### src/rtl/fwd_scoreboard_if.sv
// Issue/operand bundle between the ID stage and the forwarding scoreboard.
// Latency: none; this is wiring only.
// Backpressure: ID observes stall and holds its instruction while it is high.
//
// Ports (master = ID stage, slave = scoreboard):
//   issue_valid/issue_we/issue_rd/issue_lat : instruction requesting entry into EX
//   src_reg/src_used                        : source operands of that instruction
//   flush                                   : kill the ID instruction this cycle
//   stall                                   : combinational interlock back to ID
//   fwd_sel                                 : registered per-operand forward selects for EX
//   stall_cnt                               : saturating stall-cycle counter
interface fwd_scoreboard_if #(
  parameter int REG_AW = 5,
  parameter int NSRC   = 2,
  parameter int DEPTH  = 3,
  parameter int SELW   = $clog2(DEPTH + 1)
);
  logic                   issue_valid;
  logic                   issue_we;
  logic [REG_AW-1:0]      issue_rd;
  logic [SELW-1:0]        issue_lat;
  logic [NSRC*REG_AW-1:0] src_reg;
  logic [NSRC-1:0]        src_used;
  logic                   flush;
  logic                   stall;
  logic [NSRC*SELW-1:0]   fwd_sel;
  logic [15:0]            stall_cnt;

  modport master (
    output issue_valid, issue_we, issue_rd, issue_lat, src_reg, src_used, flush,
    input  stall, fwd_sel, stall_cnt
  );

  modport slave (
    input  issue_valid, issue_we, issue_rd, issue_lat, src_reg, src_used, flush,
    output stall, fwd_sel, stall_cnt
  );
endinterface

### src/rtl/fwd_scoreboard.sv
// Operand-forwarding scoreboard and load-use interlock sitting between ID and EX.
// Latency: stall is combinational; fwd_sel is registered, 1 cycle after accept.
// Backpressure: stall holds ID and injects a bubble until every matched producer is ready.
//
// Ports:
//   clk, rst_n : clock and asynchronous active-low reset
//   bus        : slave side of fwd_scoreboard_if (issue request, operands, flush,
//                stall, fwd_sel, stall_cnt)
module fwd_scoreboard #(
  parameter int REG_AW = 5,
  parameter int NSRC   = 2,
  parameter int DEPTH  = 3,
  parameter int SELW   = $clog2(DEPTH + 1)
) (
  input  logic           clk,
  input  logic           rst_n,
  fwd_scoreboard_if.slave bus
);

  // slot[k] describes the instruction accepted k cycles ago.
  logic [DEPTH:1]    slotVld;
  logic [REG_AW-1:0] slotRd  [1:DEPTH];
  logic [SELW-1:0]   slotLat [1:DEPTH];

  logic [SELW-1:0]      issueLat;
  logic [NSRC-1:0]      opBlocked;
  logic [NSRC*SELW-1:0] matchSel;
  logic                 stallInt;
  logic                 accept;
  logic [NSRC*SELW-1:0] fwdSelQ;
  logic [15:0]          stallCntQ;

  // Clamp the declared result latency into 1..DEPTH.
  always_comb begin
    issueLat = bus.issue_lat;
    if (bus.issue_lat == '0) begin
      issueLat = SELW'(1);
    end else if (bus.issue_lat > SELW'(DEPTH)) begin
      issueLat = SELW'(DEPTH);
    end
  end

  // Scan oldest to youngest so the youngest producer overwrites any older
  // match; its readiness alone decides whether the operand is blocked.
  always_comb begin
    matchSel  = '0;
    opBlocked = '0;
    for (int i = 0; i < NSRC; i++) begin
      if (bus.src_used[i] && (bus.src_reg[i*REG_AW +: REG_AW] != '0)) begin
        for (int k = DEPTH; k >= 1; k--) begin
          if (slotVld[k] && (slotRd[k] == bus.src_reg[i*REG_AW +: REG_AW])) begin
            matchSel[i*SELW +: SELW] = SELW'(k);
            opBlocked[i]             = (slotLat[k] > SELW'(k));
          end
        end
      end
    end
  end

  assign stallInt = ~bus.flush & bus.issue_valid & (|opBlocked);
  assign accept   = bus.issue_valid & ~stallInt & ~bus.flush;

  always_ff @(posedge clk or negedge rst_n) begin
    if (!rst_n) begin
      slotVld   <= '0;
      for (int k = 1; k <= DEPTH; k++) begin
        slotRd[k]  <= '0;
        slotLat[k] <= '0;
      end
      fwdSelQ   <= '0;
      stallCntQ <= '0;
    end else begin
      for (int k = DEPTH; k >= 2; k--) begin
        slotVld[k] <= slotVld[k-1];
        slotRd[k]  <= slotRd[k-1];
        slotLat[k] <= slotLat[k-1];
      end
      // Stalls, flushes, non-writers and writes to r0 all enter as bubbles.
      slotVld[1] <= accept & bus.issue_we & (bus.issue_rd != '0);
      slotRd[1]  <= bus.issue_rd;
      slotLat[1] <= issueLat;

      fwdSelQ <= accept ? matchSel : '0;

      if (stallInt && (stallCntQ != 16'hFFFF)) begin
        stallCntQ <= stallCntQ + 16'd1;
      end
    end
  end

  assign bus.stall     = stallInt;
  assign bus.fwd_sel   = fwdSelQ;
  assign bus.stall_cnt = stallCntQ;

endmodule

### src/flat_wrapper.sv
// flat-port wrapper written by rule: the top's interface ports become plain ports
module fwd_scoreboard_flat 
#(
  parameter int REG_AW = 5,
  parameter int NSRC   = 2,
  parameter int DEPTH  = 3,
  parameter int SELW   = $clog2(DEPTH + 1)
)
  (clk, rst_n, bus_issue_valid, bus_issue_we, bus_issue_rd, bus_issue_lat, bus_src_reg, bus_src_used, bus_flush, bus_stall, bus_fwd_sel, bus_stall_cnt);
  fwd_scoreboard_if #(.REG_AW(REG_AW), .NSRC(NSRC), .DEPTH(DEPTH), .SELW(SELW)) bus_i ();
  input  logic clk;
  input  logic rst_n;
  input wire logic [$bits(bus_i.issue_valid)-1:0] bus_issue_valid;
  input wire logic [$bits(bus_i.issue_we)-1:0] bus_issue_we;
  input wire logic [$bits(bus_i.issue_rd)-1:0] bus_issue_rd;
  input wire logic [$bits(bus_i.issue_lat)-1:0] bus_issue_lat;
  input wire logic [$bits(bus_i.src_reg)-1:0] bus_src_reg;
  input wire logic [$bits(bus_i.src_used)-1:0] bus_src_used;
  input wire logic [$bits(bus_i.flush)-1:0] bus_flush;
  output wire logic [$bits(bus_i.stall)-1:0] bus_stall;
  output wire logic [$bits(bus_i.fwd_sel)-1:0] bus_fwd_sel;
  output wire logic [$bits(bus_i.stall_cnt)-1:0] bus_stall_cnt;
  assign bus_i.issue_valid = bus_issue_valid;
  assign bus_i.issue_we = bus_issue_we;
  assign bus_i.issue_rd = bus_issue_rd;
  assign bus_i.issue_lat = bus_issue_lat;
  assign bus_i.src_reg = bus_src_reg;
  assign bus_i.src_used = bus_src_used;
  assign bus_i.flush = bus_flush;
  assign bus_stall = bus_i.stall;
  assign bus_fwd_sel = bus_i.fwd_sel;
  assign bus_stall_cnt = bus_i.stall_cnt;
  fwd_scoreboard #(.REG_AW(REG_AW), .NSRC(NSRC), .DEPTH(DEPTH), .SELW(SELW)) u_core (.clk(clk), .rst_n(rst_n), .bus(bus_i));
endmodule
### config.mk
export PLATFORM = sky130hd
export DESIGN_NAME = fwd_scoreboard_flat
export DESIGN_NICKNAME = d
export VERILOG_FILES = /design/src/rtl/fwd_scoreboard_if.sv /design/src/rtl/fwd_scoreboard.sv /design/src/flat_wrapper.sv
export SDC_FILE = /design/constraint.sdc
export NUM_CORES = 1
export LEC_CHECK = 0
export ABC_CLOCK_PERIOD_IN_PS = 6300
export CORE_AREA = 2 2 47 92
export DETAILED_ROUTE_END_ITERATION = 8
export DIE_AREA = 0 0 49 94
export GPL_TIMING_DRIVEN = 1
export PLACE_DENSITY = 0.8
export SLEW_MARGIN = 20
export SYNTH_ARGS = -nofsm -noshare
export SYNTH_HDL_FRONTEND = slang
export SYNTH_SLANG_ARGS = --single-unit
### constraint.sdc
create_clock -name clk -period 6.3 [get_ports clk]
set_input_delay 0.63 -clock clk [delete_from_list [all_inputs] [get_ports clk]]
set_output_delay 0.63 -clock clk [all_outputs]
set_load 0.05 [all_outputs]
==> reports/results.md, run 1 <==
## Outcome
* completed — run status

## Setup path
* sky130_fd_sc_hd__clkdlybuf4s50_1 — Critical-path top delay cell
* clkdlybuf4s50_1 > xor2_1 > nor4_2 > nand2_1 > a211o_1 > a21oi_4 > clkdlybuf4s50_1 — CP cell instances
* u_core.slotRd[9] — startpoint of the lowest-slack register-to-register path
* primary input — crit start category
* 5670 ps — worst path required time
* primary output — sort of element at the end of the critical path
* 3340 ps — critical path arrival
* 10 — crit path max fanout
* in -> out — type of the worst setup path
* sky130_fd_sc_hd__clkdlybuf4s50_1 — Top cell by count, worst path
* bus_src_reg[4] — launch point of the worst path
* 860 ps — largest stage delay on the critical path

## STA
* 914 ps — Worst Max-Slew Pin Slew
* false — unrepaired setup endpoints after global routing
* 0 — Slew Viols, Final
* 63.1% — crit share post-route
* 39.1% — worst max-slew margin expressed relative to the limit
* 2330 ps — worst path setup slack after routing
* 0 — number of endpoints with negative hold slack in the final report
* 3970 ps — fin crit period
* 0.252 GHz — Max Clock Freq
* 0 ps — final total negative setup slack
* 352 ps — worst slack on hold paths
* 10.4 ps — Max Clock Skew
* 0 — Finish-stage setup viols

## Layout
* 250 — fin nets
* 0 — count of inserted antenna diode cells
* 29.5% — P&R area growth vs syn
* 43 x sky130_fd_sc_hd__clkdlybuf4s50_1, 42 x sky130_fd_sc_hd__dfrtp_1, 25 x sky130_fd_sc_hd__xnor2_1 — commonest non-fill, non-tap cells in the layout
* 277 — number of standard cells in the layout, taps in and fillers out
* 6.19% — share of layout cells above drive strength 1
* 65.9% — final core utilization
* sky130_fd_sc_hd__clkdlybuf4s50_1 — most common library cell in the layout ignoring fill and taps
* 2560 sq um — post-route cell area

## Synth
* 1980 sq um — synthesized cell area
* 100% — FFs w/ async S/R, synth
* 0 — Post-synth EDFFs
* 33 — number of distinct library cells after synthesis
* 53.2% — share of the synthesized area in the top cell type
* sky130_fd_sc_hd__dfrtp_1 — most used flip-flop cell after synthesis
* 201 — Syn Nets
* 11.2 sq um — synthesized area per cell
* 42 — post-synthesis sequential element count
* sky130_fd_sc_hd__dfrtp_1 — library cell with the largest summed area after synthesis
* 0 — number of warning messages in the yosys log
* 53.2% — sequential element share of the synthesized area
* 176 — Gate Count Post-Synth
* sky130_fd_sc_hd__dfrtp_1 53%, sky130_fd_sc_hd__xnor2_1 11%, sky130_fd_sc_hd__xor2_1 8.0% — cells taking the most area after synthesis

## Floorplan
* 4610 sq um — area of the die
* 32 — placement row count
* 94 um — vertical die dimension
* 50.9% — initial core utilization
* 45 — num ports
* 49 um — die span in x
* 3880 sq um — Floorplan Core Area

## Power and ir drop
* 203 nW/um^2 — power density over the cells
* 0.219 mV — worst ir drop on vdd
* 518 uW — PnR Total Power
* 1.07 nW — static power due to leakage

## Clock network
* 70 ps — clock transition time at the flip-flop clock pins of the worst setup and hold paths
* sky130_fd_sc_hd__clkbuf_8 — Clock Root Buffer
* 5 — number of buffers added by the clock tree synthesis step
* 2 — CTS H-tree lvls
* built — CTS tree
* 0 — count of cells resized by post-cts repair
* 2 — number of buffers on the longest clock path
* 0 — number of buffers added for setup after CTS
* 42 — clock sink count
* 0 — Post-CTS Hold Fix Bufs
* 290 ps — latest clock arrival within the worst-skew pair

## Routing
* 1483 — via count
* 5.35 — via density per instance
* 0 — number of nets still failing antenna checks after routing
* 0 — DRC violation count after routing
* 5 — iteration count of the initial detailed-routing pass
* 15.9 um — post-DR wirelength/cell
* 22 — drt initial violations
* 4410 um — total wire length after detailed routing

## Worst hold path
* u_core.slotLat[4] — origin of the worst min-delay path
* reg -> reg — Min-Delay Path Class

## Place
* 269 — number of cells after detailed placement
* 0.917 — gpl congestion
* 2380 ps — Worst Setup Slack post-DPL
* 3310 um — HPWL Detailed
* 2470 sq um — Cell Area, Placed
* 44 — count of buffers inserted at the top-level ports

## Global route
* 43 — largest net degree at the start of global routing
* 1620 — via count of the first global-routing pass
* 21.1% — overall track demand over capacity in global routing
* 7330 um — first-pass GRT wire length
* 0 — initial antenna violation count
* 0 — total overflow reported by the global router

## Job
* 0 — Max Cap Violations

==> registers in the layout, indices dropped and copies added (netlist names) <==
register	flops
u_core.bus.stall_cnt	16
u_core.slotRd	15
u_core.bus.fwd_sel	4
u_core.slotLat	4
u_core.slotVld	3
==> logic make-up (layout without fill, tap and decap cells) <==
group / after synthesis / after routing / share of synthesized area (%)
buf+inv: 5 / 55 / 0.950
compound gates: 13 / 13 / 4.88
simple gates: 69 / 69 / 19.6
flops: 42 / 42 / 53.2
fa+ha+maj: 1 / 1 / 0.633
mux: 3 / 3 / 1.71
xor+xnor: 43 / 43 / 19.1
==> worst max-delay path, delay by kind of cell <==
kind                      cells  cell delay (ps)
buffers and inverters         2             1360
AOI/OAI and AO/OA             2              670
and+or+nand+nor               2              480
xor gates and xnor gates      1              200
==> final cells by class <==
| cell class | instances | area (sq um) |
|---|---|---|
| sequential | 42 | 1050 |
| timing repair buffer | 44 | 435 |
| tap | 51 | 63.8 |
| fill | 300 | 1330 |
| inverter | 3 | 11.3 |
| clock buffer | 7 | 86.3 |
| clock inverter | 1 | 5.00 |
| multi-input combinational | 129 | 906 |
==> power by group <==
group | switching (mW) | total [mW] | leakage (nW) | internal [mW]
logic | 0.0288 | 0.0561 | 0.480 | 0.0273
clock network | 0.0888 | 0.177 | 0.0482 | 0.0885
registers | 0.00781 | 0.285 | 0.538 | 0.277
==> per-layer routing <==
metal	track usage (%)	up-vias	share of wire, %	routed length [um]
met3	2.71	13	3.6	157
met2	41.2	54	56	2490
met1	21.5	709	37	1620
met4	9.76	0	3.1	138
met5	0	-	0	0
li1	-	707	-	-
==> synth_stat cells (all sizes together) (2+ instances only) <==
library cell	n
a21oi	4
and3	10
dfrtp	42
inv	3
mux2	3
nand2	11
nand2b	3
nand3	13
nand4	7
nor2	8
nor2b	2
nor3	3
nor4	4
nor4b	2
o21ai	3
or4	4
xnor2	25
xor2	18
==> final timing paths <==
path | end | slack (ps) | depth (start not counted)
max | bus_stall | 2330 | 7
min | u_core.slotLat[2] | 350 | 0
max reg2reg | u_core.bus.stall_cnt[1] | 3970 | 7
min reg2reg | u_core.slotLat[2] | 350 | 0
max in group asynchronous | u_core.bus.fwd_sel[1] | 5250 | 1
min in group asynchronous | u_core.slotRd[8] | 470 | 1
No activity file was read; power rests on OpenSTA's default activity.
==> run 2: changes to the inputs <==
ABC_CLOCK_PERIOD_IN_PS = 3600   (was 6300)
CORE_AREA = 2 2 50 99   (was 2 2 47 92)
DIE_AREA = 0 0 52 101   (was 0 0 49 94)
PLACE_DENSITY = 0.74   (was 0.8)
clock period = 3.6 ns   (was 6.3 ns; I/O delays follow)
==> run 2 against run 1 <==
Routed wire length shrank 6.6%; final area is essentially flat; via count grew 0.67%; global-route usage shrank 3.4 points.
==> reports/results.md, run 2 (same netlist as run 1, synthesis figures left out) <==
## Layout
* 0 — count of inserted antenna diode cells, unchanged
* 7.08% — share of layout cells above drive strength 1, +0.88 points
* 29.6% — P&R area growth vs syn, about the same
* 42 x sky130_fd_sc_hd__clkdlybuf4s50_1, 42 x sky130_fd_sc_hd__dfrtp_1, 25 x sky130_fd_sc_hd__xnor2_1 — commonest non-fill, non-tap cells in the layout
* 250 — fin nets, unchanged
* 56.8% — final core utilization, -9.1 points
* 16 — Largest register FFs, unchanged
* 281 — number of standard cells in the layout, taps in and fillers out, +1.4%

## Floorplan
* 52 um — die span in x, +6.1%
* 4510 sq um — Floorplan Core Area, +16%
* 43.8% — initial core utilization, -7.1 points
* 5250 sq um — area of the die, +14%
* 35 — placement row count, +9.4%
* 45 — num ports, unchanged
* 101 um — vertical die dimension, +7.4%

## STA
* false — unrepaired setup endpoints after global routing
* 10.9 ps — Max Clock Skew, +0.536 ps
* 2930 ps — fin crit period
* 0.341 GHz — Max Clock Freq
* 0 — number of endpoints with negative hold slack in the final report, unchanged
* 81.4% — crit share post-route
* 0 — Slew Viols, Final, unchanged
* 41.3% — worst max-slew margin expressed relative to the limit, +2.3 points
* 0 — Finish-stage setup viols, unchanged
* 880 ps — Worst Max-Slew Pin Slew, -33.8 ps
* 0 ps — final total negative setup slack, unchanged

## Worst hold path
* in -> async — Min-Delay Path Class

## Clock network
* 80 ps — clock transition time at the flip-flop clock pins of the worst setup and hold paths, about the same
* 0 — Post-CTS Hold Fix Bufs, unchanged
* 2 — CTS H-tree lvls, unchanged
* 42 — clock sink count, unchanged
* built — CTS tree
* sky130_fd_sc_hd__clkbuf_8 — Clock Root Buffer
* 0 — count of cells resized by post-cts repair, unchanged
* 2 — number of buffers on the longest clock path, unchanged
* 5 — number of buffers added by the clock tree synthesis step, unchanged
* 300 ps — latest clock arrival within the worst-skew pair, about the same
* 0 — number of buffers added for setup after CTS, unchanged

## Routing
* 0 — DRC violation count after routing, unchanged
* 4 — iteration count of the initial detailed-routing pass, -1
* 1740 um — M1 wire length, +7.4%
* 2130 um — met2 wire length, -14%
* 1493 — via count, +0.67%
* 5.31 — via density per instance, -0.76%
* 31 — drt initial violations, +41%
* 14.6 um — post-DR wirelength/cell, -7.9%
* 4120 um — total wire length after detailed routing, -6.6%
* met4 — top routing layer in use
* 199 um — sum of met3 wire segment lengths after detailed routing, +27%
* 0 — number of nets still failing antenna checks after routing, unchanged

## Place
* 0.876 — gpl congestion, -4.6%
* 273 — number of cells after detailed placement, +1.5%
* 44 — count of buffers inserted at the top-level ports, unchanged
* 3090 um — HPWL Detailed, -6.5%

## Setup path
* 2570 ps — critical path arrival, -770 ps
* in -> out — type of the worst setup path
* primary input — crit start category
* 10 — crit path max fanout, unchanged
* u_core.slotRd[13] — startpoint of the lowest-slack register-to-register path
* 3240 ps — worst path required time, -2430 ps
* primary output — sort of element at the end of the critical path
* bus_src_reg[3] — launch point of the worst path

## Global route
* 43 — largest net degree at the start of global routing, unchanged
* 0 — total overflow reported by the global router, unchanged
* 17.7% — overall track demand over capacity in global routing, -3.4 points
* 1512 — via count of the first global-routing pass, -6.7%
* 6970 um — first-pass GRT wire length, -5.0%
* 0 — initial antenna violation count, unchanged

## Power and ir drop
* 351 nW/um^2 — power density over the cells, +73%
* 1.06 nW — static power due to leakage, -0.19%
* 0.303 mV — worst ir drop on vdd, +38%

## Job
* 0 — Max Cap Violations, unchanged

## Outcome
* completed — run status

==> run 2: final cells by class <==
class                           count  area (sq um)
Tap cell                           55          68.8
Inverter                            3          11.3
Sequential cell                    42          1050
Clock buffer                        5          68.8
Clock inverter                      3          21.3
Multi-Input combinational cell    129           906
Fill cell                         388          1950
Timing Repair Buffer               44           433
==> run 2: worst paths after layout <==
path	cells past startpoint	end	slack (ps)
setup reg to reg	7	u_core.bus.stall_cnt[1]	1190
max in group asynchronous	1	u_core.slotVld[2]	2870
hold / removal	1	u_core.slotRd[2]	180
setup / recovery	7	bus_stall	670
min in group clk	0	u_core.slotLat[2]	360
hold reg to reg	0	u_core.slotLat[2]	360
==> run 2: per-stage QoR <==
stage	area, sq um	setup slack (ps)	hold slack (ps)	total power, mW
CTS	2560	703	220	0.909
global route	2560	605	274	0.948
finish	2560	668	176	0.899
global placement	2470	722	337	0.603
detailed placement	2470	707	342	0.606
floorplan	1980	1330	64.4	0.550
==> run 2: power breakdown <==
part	switching (mW)	internal, mW	total (mW)
Sequential	0.0132	0.485	0.498
Combinational	0.0488	0.0479	0.0966
Clock	0.168	0.136	0.304
Total	0.230	0.669	0.899
==> run 2: worst max-delay path, stage by stage <==
cell	delay, ps
sky130_fd_sc_hd__clkdlybuf4s50_1	500
sky130_fd_sc_hd__xor2_1	180
sky130_fd_sc_hd__nor3_1	320
sky130_fd_sc_hd__nand4_1	230
sky130_fd_sc_hd__a211o_1	360
sky130_fd_sc_hd__a21oi_4	340
sky130_fd_sc_hd__buf_4	270
==> run 2: per-layer routing <==
layer  up-vias  global-route usage, %
met4         0                   5.06
met2        46                   27.9
met3         5                   3.56
met5         -                      0
li1        712                      -
met1       730                   24.5
==> run 3: changes to the inputs <==
ABC_CLOCK_PERIOD_IN_PS = 2600   (was 3600)
clock period = 2.6 ns   (was 3.6 ns; I/O delays follow)
==> run 3 against run 2 <==
Final cell count up 4.6%; sequential share of layout area down 1.6 points; setup slack worse by 500 ps; register-to-register slack worse by 810 ps; utilization up 2.3 points; flip-flop and latch count unchanged.
==> reports/results.md, run 3 (same netlist as run 1, synthesis figures left out) <==
## Outcome
* completed — run status

## Clock network
* 2 — CTS H-tree lvls, unchanged
* 2 — number of buffers on the longest clock path, unchanged
* built — CTS tree
* sky130_fd_sc_hd__clkbuf_8 — Clock Root Buffer
* 5 — number of buffers added by the clock tree synthesis step, unchanged
* 290 ps — latest clock arrival within the worst-skew pair, about the same
* 42 — clock sink count, unchanged
* 0 — Post-CTS Hold Fix Bufs, unchanged
* 70 ps — clock transition time at the flip-flop clock pins of the worst setup and hold paths, about the same

## Floorplan
* 101 um — vertical die dimension, unchanged
* 4510 sq um — Floorplan Core Area, unchanged
* 43.8% — initial core utilization, unchanged
* 45 — num ports, unchanged
* 52 um — die span in x, unchanged
* 35 — placement row count, unchanged
* 5250 sq um — area of the die, unchanged

## Power and ir drop
* 1.13 nW — static power due to leakage, +6.1%
* 1.22 mW — PnR Total Power, +36%
* 23.6% — switching power share of the total, -1.9 points
* 31.5% — portion of total power attributed to the clock network, -2.3 points
* 288 uW — switching power total, +26%
* 12.0% — portion of total power attributed to combinational logic, +1.2 points
* 0.453 mV — worst ir drop on vdd, +50%
* 56.6% — part of the total power dissipated in sequential elements, +1.2 points
* 932 uW — internal cell power, +39%
* 458 nW/um^2 — power density over the cells, +31%

## Routing
* 0 — DRC violation count after routing, unchanged
* 1555 — via count, +4.2%
* 6 — iteration count of the initial detailed-routing pass, +2
* 4250 um — total wire length after detailed routing, +3.3%
* 0 — number of nets still failing antenna checks after routing, unchanged
* 23 — drt initial violations, -26%
* 5.29 — via density per instance, -0.45%
* 14.5 um — post-DR wirelength/cell, -1.2%

## STA
* 173 ps — worst path setup slack after routing, -495 ps
* 921 ps — Worst Max-Slew Pin Slew, +40.7 ps
* 38.6% — worst max-slew margin expressed relative to the limit, -2.7 points
* 2430 ps — fin crit period
* 0 — number of endpoints with negative hold slack in the final report, unchanged
* 0 ps — final total negative setup slack, unchanged
* 0 — Slew Viols, Final, unchanged
* 93.4% — crit share post-route
* false — unrepaired setup endpoints after global routing
* 0.412 GHz — Max Clock Freq
* 0 — Finish-stage setup viols, unchanged
* 9.18 ps — Max Clock Skew, -1.71 ps

## Layout
* 16 — Largest register FFs, unchanged
* 294 — number of standard cells in the layout, taps in and fillers out, +4.6%
* 0 — count of inserted antenna diode cells, unchanged
* 42 x sky130_fd_sc_hd__clkdlybuf4s50_1, 42 x sky130_fd_sc_hd__dfrtp_1, 25 x sky130_fd_sc_hd__xnor2_1 — commonest non-fill, non-tap cells in the layout
* 264 — fin nets, +5.6%
* 34.8% — P&R area growth vs syn
* 11.3% — share of layout cells above drive strength 1, +4.2 points

## Setup path
* primary output — sort of element at the end of the critical path
* in -> out — type of the worst setup path
* primary input — crit start category
* 2340 ps — worst path required time, -900 ps
* 2170 ps — critical path arrival, -400 ps
* 380 ps — flop-to-flop setup slack, -810 ps
* 4 — crit path max fanout, -6

## Place
* -52.5 ps — Worst Setup Slack post-DPL, -760 ps
* 3250 um — HPWL Detailed, +5.2%
* 0.885 — gpl congestion, +1.1%
* 44 — count of buffers inserted at the top-level ports, unchanged
* 286 — number of cells after detailed placement, +4.8%

## Global route
* 0 — initial antenna violation count, unchanged
* 7050 um — first-pass GRT wire length, +1.2%
* 18.4% — overall track demand over capacity in global routing, +0.62 points
* 43 — largest net degree at the start of global routing, unchanged
* 0 — total overflow reported by the global router, unchanged
* 1545 — via count of the first global-routing pass, +2.2%

## Worst hold path
* in -> async — Min-Delay Path Class

## Job
* 0 — Max Cap Violations, unchanged

-- run 3: cell types whose count changed in the layout (fill, tap and decap cells not counted) --
cell	delta
sky130_fd_sc_hd__clkinv_4	-1
sky130_fd_sc_hd__buf_4	+13
sky130_fd_sc_hd__o21ai_0	-1
sky130_fd_sc_hd__clkinvlp_4	-1
sky130_fd_sc_hd__clkinv_2	-1
sky130_fd_sc_hd__clkbuf_1	+2
sky130_fd_sc_hd__o21ai_1	+1
sky130_fd_sc_hd__buf_12	+1
-- run 3: final timing paths --
path	depth (start not counted)	to	from
worst max-delay path	8	bus_stall	bus_src_reg[3]
worst min-delay path	1	u_core.slotRd[4]	rst_n
worst max register to register	8	u_core.bus.stall_cnt[1]	u_core.slotRd[9]
worst min register to register	0	u_core.slotLat[2]	u_core.slotLat[4]
max in group asynchronous	1	u_core.bus.stall_cnt[7]	rst_n
min in group clk	0	u_core.slotLat[2]	u_core.slotLat[4]
-- run 3: area by class of cell --
type	count	area (sq um)
clock buffers	7	76.3
inverters	3	11.3
fillers	399	1850
flip-flops and latches	42	1050
multi-input cells	129	906
well taps	55	68.8
repair buffers	58	551
-- run 3: repair_timing --
action,in CTS,in global routing
setup buffers,1,0
resized for setup,1,0
endpoints found under the hold margin,0,0
setup endpoints to repair,1,0
-- run 3: through the flow --
step | utilization, % | hold WS, ps | instance area [sq um]
2_1_floorplan | - | -35.6 | 1980
3_3_place_gp | 57.2 | 334 | 2580
3_5_place_dp | 57.2 | 357 | 2580
4_1_cts | 59.1 | 126 | 2660
5_1_grt | 59.1 | 171 | 2660
6_report | 59.1 | 95.9 | 2660
-- run 3: layer usage --
layer	share of wire [%]	vias up	GRT usage, %
met5	0	-	0
met4	2.8	0	9.31
met3	4.9	9	3.12
met2	50	52	29.9
met1	43	750	22.8
li1	-	744	-
-- run 3: critical path, cell delays in order --
cell and delay (ps):
sky130_fd_sc_hd__clkdlybuf4s50_1 500, sky130_fd_sc_hd__or4_1 520, sky130_fd_sc_hd__o21ai_0 190, sky130_fd_sc_hd__buf_4 150, sky130_fd_sc_hd__a211o_1 180, sky130_fd_sc_hd__a21oi_4 80, sky130_fd_sc_hd__buf_4 140, sky130_fd_sc_hd__buf_12 140
-- run 3: power by group through the flow --
stage	clock network, mW	registers, mW	logic (mW)
after floorplan	0	0.705	0.0557
after global placement	0	0.702	0.145
after detailed placement	0	0.703	0.147
after CTS	0.397	0.690	0.148
after global routing	0.430	0.692	0.162
final	0.384	0.690	0.146
